$ cat config.mk
export PLATFORM = sky130hd
export DESIGN_NAME = lsu_mem_ctrl
export DESIGN_NICKNAME = d
export VERILOG_FILES = /design/src/rtl/lsu_mem_ctrl.sv
export SDC_FILE = /design/constraint.sdc
export NUM_CORES = 1
export LEC_CHECK = 0
export CORE_MARGIN = 2
export CORE_UTILIZATION = 44
export CTS_CLUSTER_SIZE = 28
export DETAILED_ROUTE_END_ITERATION = 7
export PLACE_DENSITY = 0.94
export SLEW_MARGIN = 20
export SYNTH_ARGS = -nofsm -noshare
export SYNTH_HDL_FRONTEND = slang
export SYNTH_SLANG_ARGS = --single-unit
$ cat constraint.sdc
create_clock -name clk -period 4.9 [get_ports clk]
set_input_delay 0.49 -clock clk [delete_from_list [all_inputs] [get_ports clk]]
set_output_delay 0.49 -clock clk [all_outputs]
set_load 0.02 [all_outputs]
$ cat src/rtl/lsu_mem_ctrl.sv
// lsu_mem_ctrl: load/store controller for a byte-addressed, little-endian, combinational-read data memory.
//   Request side : req_valid_i/req_ready_i handshake, req_we_i, req_size_i (00 b, 01 h, 10 w, 11 rsvd),
//                  req_unsigned_i, req_addr_i, req_wdata_i (right-aligned store data)
//   Response side: resp_valid_o/resp_ready_i handshake, resp_rdata_o (extended load data, 0 for stores),
//                  resp_err_o (misaligned/reserved access, only with LSU_MISALIGN_TRAP_EN)
//   Memory side  : mem_addr_o, mem_we_o, mem_wdata_o, mem_rdata_i
//   Optional feature macro LSU_MISALIGN_TRAP_EN: misaligned half/word and size 11 are answered with
//   resp_err_o=1 without touching memory. Undefined: resp_err_o is 0, size 11 acts as word.
module lsu_mem_ctrl #(
  parameter int DATA_WIDTH = 32,
  parameter int ADDR_WIDTH = 32
) (
  input  logic                  clk,
  input  logic                  rst_n,
  input  logic                  req_valid_i,
  output logic                  req_ready_o,
  input  logic                  req_we_i,
  input  logic [1:0]            req_size_i,
  input  logic                  req_unsigned_i,
  input  logic [ADDR_WIDTH-1:0] req_addr_i,
  input  logic [DATA_WIDTH-1:0] req_wdata_i,
  output logic                  resp_valid_o,
  input  logic                  resp_ready_i,
  output logic [DATA_WIDTH-1:0] resp_rdata_o,
  output logic                  resp_err_o,
  output logic [ADDR_WIDTH-1:0] mem_addr_o,
  output logic                  mem_we_o,
  output logic [DATA_WIDTH-1:0] mem_wdata_o,
  input  logic [DATA_WIDTH-1:0] mem_rdata_i
);
  typedef enum logic [2:0] {IDLE, LD, RMW_RD, WR, RESP} state_t;
  state_t                state_q;
  logic [ADDR_WIDTH-1:0] addr_q;
  logic [1:0]            size_q;
  logic                  uns_q;
  logic                  err_q;
  logic [DATA_WIDTH-1:0] rdata_q;
  // Holds the store data from acceptance; replaced by the merged word during RMW_RD.
  logic [DATA_WIDTH-1:0] mem_wdata_q;
  logic [DATA_WIDTH-1:0] ld_d;
  logic [DATA_WIDTH-1:0] merge_d;
  logic                  trap_d;
  always_comb begin
    ld_d    = size_q[1] ? mem_rdata_i
            : size_q[0] ? {{16{~uns_q & mem_rdata_i[15]}}, mem_rdata_i[15:0]}
            :             {{24{~uns_q & mem_rdata_i[7]}}, mem_rdata_i[7:0]};
    merge_d = size_q[0] ? {mem_rdata_i[31:16], mem_wdata_q[15:0]}
            :             {mem_rdata_i[31:8], mem_wdata_q[7:0]};
`ifdef LSU_MISALIGN_TRAP_EN
    trap_d  = (req_size_i == 2'b01 & req_addr_i[0]) | (req_size_i == 2'b10 & |req_addr_i[1:0]) | &req_size_i;
`else
    trap_d  = 1'b0;
`endif
  end
  always_ff @(posedge clk or negedge rst_n) begin
    if (!rst_n) begin
      state_q     <= IDLE;
      addr_q      <= '0;
      size_q      <= '0;
      uns_q       <= 1'b0;
      err_q       <= 1'b0;
      rdata_q     <= '0;
      mem_wdata_q <= '0;
    end else begin
      case (state_q)
        IDLE: if (req_valid_i) begin
          addr_q      <= req_addr_i;
          size_q      <= req_size_i;
          uns_q       <= req_unsigned_i;
          err_q       <= trap_d;
          rdata_q     <= '0;
          mem_wdata_q <= req_wdata_i;
          state_q     <= trap_d ? RESP : !req_we_i ? LD : req_size_i[1] ? WR : RMW_RD;
        end
        LD: begin
          rdata_q <= ld_d;
          state_q <= RESP;
        end
        RMW_RD: begin
          mem_wdata_q <= merge_d;
          state_q     <= WR;
        end
        WR:      state_q <= RESP;
        RESP:    if (resp_ready_i) state_q <= IDLE;
        default: state_q <= IDLE;
      endcase
    end
  end
  assign req_ready_o  = state_q == IDLE;
  assign resp_valid_o = state_q == RESP;
  assign resp_rdata_o = rdata_q;
  assign resp_err_o   = err_q;
  assign mem_addr_o   = addr_q;
  assign mem_we_o     = state_q == WR;
  assign mem_wdata_o  = mem_wdata_q;
endmodule
==> summary.md <==
| Metric | Value |
|---|---|
| Root Driver | `clkbuf_8` |
| Setup Buffers After CTS | `0` |
| Netlist cell types | `25` |
| Clock skew | `0.0178 ns` |
| Worst-path maximum fanout | `20` |
| Reg2Reg Depth | `4` |
| GP Congestion | `0.813` |
| Area growth, synth to finish | `55.6%` |
| Via count | `3257` |
| Synth Instances | `278` |
| CP required | `4.41 ns` |
| Pin count of the biggest net entering global routing | `55` |
| Die W | `101 um` |
| First-pass GRT wire length | `18.1 mm` |
| Rows | `35` |
| Die area | `0.0102 mm2` |
| Setup Viol. Count Final | `0` |
| Post-DP HPWL | `8.78 mm` |
| Status | `complete, no violations` |
| Total GRT Usage | `23.1%` |
| Final period demand of the worst path | `2.62 ns` |
| Initial antenna violation count | `0` |
| Final net count | `582` |
| Ports | `204` |
| Skew-Pair Late Insertion Delay | `0.35 ns` |
| # port buffers | `202` |
| Antenna viol nets, final | `0` |
| Antenna fix cells | `0` |
| Max-cap viol count | `0` |
| Synth Net Count | `382` |
| CTS-repair resized insts | `0` |
| FILL cells | `662` |
| CTS tree | `done` |
| Vias in the first global route | `3435` |
| # clock sinks | `102` |
| Critical Path Source Type | `flip-flop` |
| Final Hold Fails | `0` |
| Num CTS Buffers | `9` |
| Vias per cell | `5.49` |
| Register area share after synthesis | `61.8%` |
| Hold bufs inserted after CTS | `0` |
| Drt pass-1 iters | `4` |
| DRC Markers | `0` |
| GRT overflow | `0` |
| Relative slew margins | `29.2%` |
| Synth Area per Inst | `14.9 um2` |
| Die H | `101 um` |
| Multi-input logic area | `0.00150 mm2` |
| Synth top area share | `61.8%` |
| VDD IR max | `400 uV` |
| PD cells | `696 mW/mm2` |
| FF+latch area | `0.00255 mm2` |
| H-tree depth | `3` |
| Final Total Pwr | `4.47 mW` |
| Wire per inst | `19.8 um` |
| Share of layout cells above drive strength 1 | `20.1%` |
| Achievable Freq | `0.382 GHz` |
| Max-slew violation count | `0` |
| Core Region | `0.00920 mm2` |
| TNS Setup | `0 ns` |
| Fin crit share | `53.4%` |
| Hold Crit Class | `input port to asynchronous set/reset pin` |
| Critical path type | `flip-flop to primary output` |
| Leakage power | `2.76 nW` |
| Synthesized area | `0.00413 mm2` |
| Slew @ Worst Pin | `1.06 ns` |
| Arrival time worst endpoint | `2.13 ns` |
| Clk buf depth | `2` |
| Clk slew on worst S/H paths | `0.10 ns` |
| 1st-iter DRT viols | `108` |
| Yosys reg bits | `102` |
| Initial Util | `44.9%` |
| Routed WL | `11.7 mm` |
| RSZ-0062 raised after global routing | `no` |
| Area contributors post-synth | `dfrtp_1 (62%), mux2_2 (16%), a22o_1 (5.1%)` |
| Syn. warnings | `0` |
| Worst setup EP type | `primary output` |
| Synth area leader | `dfrtp_1` |
[stage by stage]
stage | cell area, um2 | setup slack, ns | cells | utilization [%] | hold slack [ns]
final | 6430 | 2.28 | 593 | 69.9 | 0.156
after global routing | 6430 | 2.17 | 593 | 69.9 | 0.205
after CTS | 6430 | 2.26 | 593 | 69.9 | 0.178
after detailed placement | 6250 | 2.36 | 578 | 68.0 | 0.470
after global placement | 6250 | 2.48 | 578 | 68.0 | 0.462
after floorplan | 4130 | 3.09 | 278 | - | 0.194
[Yosys cell counts]
cell type  instances
nor3b_1            1
mux2i_1            1
buf_2             10
inv_1              1
buf_4              2
a32o_1             8
a22o_1            24
nor2_1             3
nor3b_2            2
nor4b_4            2
and3b_1            1
a21oi_1            2
mux2_2            60
nand2b_1           3
dfrtp_1          102
a221o_1           16
or2_2              8
nor3_1             5
a211oi_2           1
a21o_1            16
o21ai_1            1
nand2_1            1
clkbuf_1           6
conb_1             1
buf_1              1
[sequential cells by signal, summed over array words and instances, names as in the netlist]
name	count
mem_addr_o	32
mem_wdata_o	32
resp_rdata_o	32
size_q	2
state_q	3
uns_q	1
[layout by cell type, fill, tap and decap left out, drive strengths merged, types with 5 or more instances in the layout]
| cell type | n |
|---|---|
| a32o | 8 |
| a21o | 16 |
| nor3 | 5 |
| clkbuf | 11 |
| buf | 7 |
| a221o | 16 |
| a22o | 24 |
| or2 | 8 |
| dfrtp | 102 |
| clkdlybuf4s50 | 201 |
| mux2 | 60 |
[cell type report]
cell class / instances / share of cell area [%]
multi-input cells: 156 / 23.3
repair buffers: 208 / 32.1
clock inverters: 4 / 0.506
flip-flops and latches: 102 / 39.7
clock buffers: 11 / 2.20
inverters: 1 / 0.0584
well taps: 111 / 2.16
[final timing paths]
check / startpoint / to / slack (ns)
hold reg to reg: mem_wdata_o[28] / mem_wdata_o[28] / 0.49
hold / removal: rst_n / mem_wdata_o[16] / 0.16
max in group asynchronous: rst_n / mem_wdata_o[26] / 3.64
setup reg to reg: state_q[1] / resp_rdata_o[25] / 2.57
min in group clk: mem_wdata_o[28] / mem_wdata_o[28] / 0.49
setup / recovery: state_q[1] / mem_we_o / 2.28
[critical path, stage by stage (launching register included)]
cell and delay [ns]:
dfrtp_1 0.91, and3b_1 0.26, clkdlybuf4s50_1 0.61
[logic make-up (layout without fill, tap and decap cells)]
logic type,count (synthesis),in the layout,share of synthesized area (%)
flops,102,102,61.8
compound gates,68,68,14.5
mux,61,61,16.6
simple gates,26,26,4.78
buf+inv,20,224,2.30
other cells,1,1,0.0907
[power by group]
part	switching [mW]	total, mW	internal, mW
logic	1.14	2.43	1.29
clock network	0.287	0.486	0.199
registers	0.302	1.56	1.26
total	1.73	4.47	2.75
[per-layer routing]
metal | share of wire (%) | GRT usage, %
met4 | 1.5 | 6.34
met1 | 37 | 27.1
met2 | 52 | 41.0
met5 | 0 | 0
met3 | 9.2 | 7.21
Power figures use the tool's default switching activity.
